`config.mk`:
```
export PLATFORM = sky130hd
export DESIGN_NAME = bin_to_bcd_seq_flat
export DESIGN_NICKNAME = d
export VERILOG_FILES = /design/src/rtl/bin_to_bcd_seq_if.sv /design/src/rtl/bin_to_bcd_seq.sv /design/src/flat_wrapper.sv
export SDC_FILE = /design/constraint.sdc
export NUM_CORES = 1
export LEC_CHECK = 0
export CAP_MARGIN = 15
export CORE_UTILIZATION = 29
export CTS_CLUSTER_DIAMETER = 100
export DETAILED_ROUTE_END_ITERATION = 12
export SLEW_MARGIN = 0
export SYNTH_ARGS = -nofsm -noshare
export SYNTH_HDL_FRONTEND = slang
export SYNTH_SLANG_ARGS = --single-unit
```
`constraint.sdc`:
```
create_clock -name clk -period 4 [get_ports clk]
set_clock_uncertainty 0.2 [all_clocks]
set_input_delay 0.6 -clock clk [delete_from_list [all_inputs] [get_ports clk]]
set_output_delay 0.6 -clock clk [all_outputs]
set_load 0.02 [all_outputs]
```
`src/rtl/bin_to_bcd_seq_if.sv`:
```
// Valid/ready handshake bundle for the sequential binary-to-BCD converter.
// The producer and consumer of conversions use "master"; the converter uses "slave".
interface bin_to_bcd_seq_if #(
  parameter int unsigned WIDTH  = 8,
  parameter int unsigned DIGITS = 3
);
  logic                  in_valid;
  logic                  in_ready;
  logic [WIDTH-1:0]      bin_in;
  logic                  out_valid;
  logic                  out_ready;
  logic [4*DIGITS-1:0]   bcd_out;
  logic                  sign_out;

  modport master (
    output in_valid, bin_in, out_ready,
    input  in_ready, out_valid, bcd_out, sign_out
  );

  modport slave (
    input  in_valid, bin_in, out_ready,
    output in_ready, out_valid, bcd_out, sign_out
  );
endinterface

```
`src/rtl/bin_to_bcd_seq.sv`:
```
// Sequential double-dabble binary-to-BCD converter, one operand bit per clock,
// with optional two's-complement input converted as sign plus magnitude.
module bin_to_bcd_seq #(
  parameter int unsigned WIDTH     = 8,
  parameter int unsigned DIGITS    = 3,
  parameter bit          SIGNED_IN = 1'b0
) (
  input  logic            clk,
  input  logic            rst,
  bin_to_bcd_seq_if.slave bus
);
  localparam int unsigned CntW = $clog2(WIDTH + 1);
  localparam int unsigned AccW = 4 * DIGITS;

  function automatic bit params_ok();
    longint unsigned p10;
    if (WIDTH < 1 || WIDTH > 32) return 1'b0;
    if (SIGNED_IN && WIDTH < 2) return 1'b0;
    if (DIGITS < 1) return 1'b0;
    if (DIGITS >= 10) return 1'b1;
    p10 = 1;
    for (int unsigned i = 0; i < DIGITS; i++) p10 = p10 * 10;
    return p10 > ((64'd1 << WIDTH) - 64'd1);
  endfunction

  if (!params_ok()) begin : g_bad_params
    $fatal(1, "bin_to_bcd_seq: illegal WIDTH/DIGITS/SIGNED_IN combination");
  end

  typedef enum logic [1:0] {StIdle, StShift, StDone} state_e;

  state_e            state_q, state_d;
  logic [WIDTH-1:0]  opnd_q, opnd_d;
  logic [AccW-1:0]   acc_q, acc_d, acc_adj, acc_shl;
  logic [CntW-1:0]   cnt_q, cnt_d;
  logic              neg_q, neg_d;
  logic [AccW-1:0]   bcd_q, bcd_d;
  logic              sign_q, sign_d;

  // All digits are tested on their pre-adjust values, so the path is one
  // compare/add per digit regardless of WIDTH.
  always_comb begin
    acc_adj = acc_q;
    for (int unsigned i = 0; i < DIGITS; i++) begin
      if (acc_q[4*i +: 4] >= 4'd5) acc_adj[4*i +: 4] = acc_q[4*i +: 4] + 4'd3;
    end
    acc_shl = AccW'({acc_adj, opnd_q[WIDTH-1]});
  end

  always_comb begin
    state_d = state_q;
    opnd_d  = opnd_q;
    acc_d   = acc_q;
    cnt_d   = cnt_q;
    neg_d   = neg_q;
    bcd_d   = bcd_q;
    sign_d  = sign_q;
    unique case (state_q)
      StIdle: begin
        if (bus.in_valid) begin
          if (SIGNED_IN && bus.bin_in[WIDTH-1]) begin
            opnd_d = ~bus.bin_in + WIDTH'(1);
            neg_d  = 1'b1;
          end else begin
            opnd_d = bus.bin_in;
            neg_d  = 1'b0;
          end
          acc_d   = '0;
          cnt_d   = CntW'(WIDTH);
          state_d = StShift;
        end
      end
      StShift: begin
        acc_d  = acc_shl;
        opnd_d = opnd_q << 1;
        cnt_d  = cnt_q - CntW'(1);
        if (cnt_q == CntW'(1)) begin
          bcd_d   = acc_shl;
          sign_d  = neg_q;
          state_d = StDone;
        end
      end
      StDone: begin
        if (bus.out_ready) state_d = StIdle;
      end
      default: state_d = StIdle;
    endcase
  end

  always_ff @(posedge clk) begin
    if (rst) begin
      state_q <= StIdle;
      opnd_q  <= '0;
      acc_q   <= '0;
      cnt_q   <= '0;
      neg_q   <= 1'b0;
      bcd_q   <= '0;
      sign_q  <= 1'b0;
    end else begin
      state_q <= state_d;
      opnd_q  <= opnd_d;
      acc_q   <= acc_d;
      cnt_q   <= cnt_d;
      neg_q   <= neg_d;
      bcd_q   <= bcd_d;
      sign_q  <= sign_d;
    end
  end

  assign bus.in_ready  = (state_q == StIdle) && !rst;
  assign bus.out_valid = (state_q == StDone);
  assign bus.bcd_out   = bcd_q;
  assign bus.sign_out  = sign_q;
endmodule

```
`src/flat_wrapper.sv`:
```
// flat-port wrapper written by rule: the top's interface ports become plain ports
module bin_to_bcd_seq_flat 
#(
  parameter int unsigned WIDTH     = 8,
  parameter int unsigned DIGITS    = 3,
  parameter bit          SIGNED_IN = 1'b0
)
  (clk, rst, bus_in_valid, bus_bin_in, bus_out_ready, bus_in_ready, bus_out_valid, bus_bcd_out, bus_sign_out);
  bin_to_bcd_seq_if #(.WIDTH(WIDTH), .DIGITS(DIGITS)) bus_i ();
  input  logic clk;
  input  logic rst;
  input wire logic [$bits(bus_i.in_valid)-1:0] bus_in_valid;
  input wire logic [$bits(bus_i.bin_in)-1:0] bus_bin_in;
  input wire logic [$bits(bus_i.out_ready)-1:0] bus_out_ready;
  output wire logic [$bits(bus_i.in_ready)-1:0] bus_in_ready;
  output wire logic [$bits(bus_i.out_valid)-1:0] bus_out_valid;
  output wire logic [$bits(bus_i.bcd_out)-1:0] bus_bcd_out;
  output wire logic [$bits(bus_i.sign_out)-1:0] bus_sign_out;
  assign bus_i.in_valid = bus_in_valid;
  assign bus_i.bin_in = bus_bin_in;
  assign bus_i.out_ready = bus_out_ready;
  assign bus_in_ready = bus_i.in_ready;
  assign bus_out_valid = bus_i.out_valid;
  assign bus_bcd_out = bus_i.bcd_out;
  assign bus_sign_out = bus_i.sign_out;
  bin_to_bcd_seq #(.WIDTH(WIDTH), .DIGITS(DIGITS), .SIGNED_IN(SIGNED_IN)) u_core (.clk(clk), .rst(rst), .bus(bus_i));
endmodule
```
==> key figures <==
CTS
  – Worst skew pair latency: 290 ps
  – Clk pin slew, worst setup/hold paths: 80 ps
  – CTS max path bufs: 2
  – # resized after CTS: 0
  – # Post-CTS Setup Buffers: 0
  – CTS Root Buffer Type: clkbuf_8
  – CTS H-Tree Depth: 2
  – CTS tree: yes
  – Clock sinks: 38
  – Number of CTS-inserted buffers: 5
  – Hold-fix buffers at CTS: 0

GRT
  – Remaining global-route overflow: 0
  – Pin count of the biggest net entering global routing: 41
  – Initial antenna violation count: 0
  – First-pass GRT wire length: 6.39 mm
  – Overall Global Routing Usage: 0.127
  – Vias in the first global route: 1365

Cells and area
  – Fraction of layout cells with a size suffix above 1: 0.0708
  – ANT cells: 0
  – P&R area growth vs syn: 21.2%
  – Final Util: 0.370
  – Final Net Count: 259
  – Storage cell area: 761 um2
  – Fillcell total: 632
  – Area of the multi-input gates: 962 um2

Synthesis
  – Area contributors post-synth: dfxtp_1, nor2_1, a21oi_1, ha_1, nand2b_1
  – Simple-gate portion of the synthesized area: 0.256
  – Post-synthesis adder-cell area fraction: 0.0548
  – Yosys reg bits: 38
  – EDFF count, synth: 0
  – Combinational family with the most area after synthesis: simple AND/OR/NAND/NOR gates
  – Synth Area per Inst: 8.34 um2
  – Most frequent cell after synthesis: dfxtp_1
  – Synthesis Warnings: 0
  – Synth Area in XOR/XNOR: 0.0144
  – Most used DFF post-synth: dfxtp_1
  – Syn_nets: 239
  – Post-synth top cells: dfxtp_1, nor2_1, a21oi_1
  – Synth Area in Compound Gates: 0.169
  – FFs w/ async S/R, synth: 0
  – Syn Inst Count: 219
  – Synth cell types: 29
  – Biggest area consumer among synthesized cells: dfxtp_1
  – Mux cell area share after synthesis: 0.0301
  – Mapped Area: 1830 um2
  – Post-synth top area share: 0.416
  – Sequential share of the synthesized area: 0.416

Power and ir drop
  – Power density cells: 353 nW/um2
  – Total power: 783 uW
  – Peak supply drop: 0.000117 V
  – Leak Pwr: 0.763 nW

Place
  – Number of I/O port buffers: 25
  – DP HPWL: 2.57 mm
  – Pre-CTS setup slack: 1340 ps
  – GPL Wtd Cong: 0.733

Floorplanning
  – Die width: 81.4 um
  – # IOs: 27
  – FP Rows: 28
  – Initial core utilization: 0.305
  – Die span in y: 81.4 um
  – Die area: 6620 um2
  – Core area: 5990 um2

STA
  – Final Hold Fails: 0
  – Setup violators final: 0
  – TNS Setup: 0 ps
  – Post-route minimum period: 2750 ps
  – RSZ-0062 raised after global routing: false
  – Tcrit/Tclk final: 0.687
  – Slew margin rel.: 0.423
  – Slew Viols, Final: 0
  – Setup ws final: 1250 ps
  – Top achievable clock speed: 364 MHz
  – Worst-margin pin slew: 862 ps

Setup path
  – CP startpoint: u_core.state_q[1]$_SDFFE_PP0P_
  – Critical Path End: bus_out_valid
  – Crit path kind: reg -> out
  – WP data arrival: 1950 ps
  – Type of origin of the critical path: register
  – R2R setup slack: 1640 ps
  – CP Max Fanout: 19
  – Reg-to-Reg End: u_core.bus.bcd_out[10]$_SDFFE_PP0P_
  – WP data required: 3200 ps
  – Reg2reg start: u_core.state_q[0]$_SDFFE_PP0P_
  – Reg2Reg Depth: 5
  – CP Capture Type: primary output

Detailed routing
  – DR DRC count: 0
  – Via count: 1523
  – Drt first pass iters: 5
  – Final WL: 3.88 mm
  – ANT nets after route: 0
  – Initial drt markers: 57
  – Detailed-route wire length per cell: 12.3 um
  – Vias/cell: 4.83

Run
  – Max Cap Viol: 0

Hold path
  – Worst hold path type: reg -> reg

Run status
  – Status: completed
## registers in the layout (all words and copies together) (netlist names)
signal              cells
u_core.acc_q           12
u_core.bus.bcd_out     12
u_core.state_q          2
u_core.opnd_q           8
u_core.cnt_q            4
## where the power goes
part | internal [mW] | total [mW] | switching (mW) | leakage [nW]
Sequential | 0.393 | 0.410 | 0.0169 | 0.309
Clock | 0.139 | 0.279 | 0.140 | 0.0472
Combinational | 0.0439 | 0.0939 | 0.0500 | 0.407
## routing by layer
layer  global-route usage  vias up  part of all wire
met4               0.0482        0             0.015
met5                    0        -                 0
li1                     -      796                 -
met2                0.193       17              0.46
met3               0.0348        4             0.020
met1                0.169      706              0.50
## logic make-up (layout without fill, tap and decap cells)
group | Yosys count | count (layout)
AND/OR/NAND/NOR | 88 | 88
AO/OA/AOI/OAI | 52 | 52
XOR/XNOR | 3 | 3
other | 1 | 1
buffers and inverters | 24 | 45
multiplexers | 5 | 5
flip-flops | 38 | 38
adder cells (fa/ha/maj) | 8 | 8
## worst min-delay path by stage
stage	startpoint	slack, ps	endpoint	cells after the start
floorplan	u_core.opnd_q[6]$_SDFFE_PP0P_	240	u_core.opnd_q[6]$_SDFFE_PP0P_	2
global placement	u_core.opnd_q[6]$_SDFFE_PP0P_	250	u_core.opnd_q[6]$_SDFFE_PP0P_	2
detailed placement	u_core.opnd_q[6]$_SDFFE_PP0P_	270	u_core.opnd_q[6]$_SDFFE_PP0P_	2
CTS	u_core.opnd_q[6]$_SDFFE_PP0P_	280	u_core.opnd_q[6]$_SDFFE_PP0P_	2
global route	u_core.opnd_q[3]$_SDFFE_PP0P_	320	u_core.opnd_q[3]$_SDFFE_PP0P_	2
finish	u_core.opnd_q[6]$_SDFFE_PP0P_	270	u_core.opnd_q[6]$_SDFFE_PP0P_	2
## per-stage QoR
step | hold slack [ps] | instances | cell area, um2
after global placement | 253 | 307 | 2120
after floorplan | 237 | 219 | 1830
final | 273 | 315 | 2210
after detailed placement | 265 | 307 | 2120
after global routing | 316 | 315 | 2210
after CTS | 277 | 315 | 2210
## final cells by class
type,instances,share of cell area
timing repair buffer,27,0.120
sequential,38,0.344
tap,75,0.0424
clock inverter,2,0.00565
inverter,10,0.0169
multi-input combinational,157,0.434
clock buffer,6,0.0373
## placed cells by master, fill, tap and decap left out, drive strengths merged, types with 6 or more instances in the layout
master and instances:
a21oi 23, dfxtp 38, nor2b 8, nand2b 13, clkdlybuf4s50 25, o21ai 9
nor2 37, a211oi 7, inv 10, o22ai 6, ha 8, nor3b 6
nor3 12, clkbuf 6
## critical path: stages (launching register included)
cell and delay (ps):
dfxtp_1 760, nor2b_1 260, clkdlybuf4s50_1 640
Power figures use the tool's default switching activity.
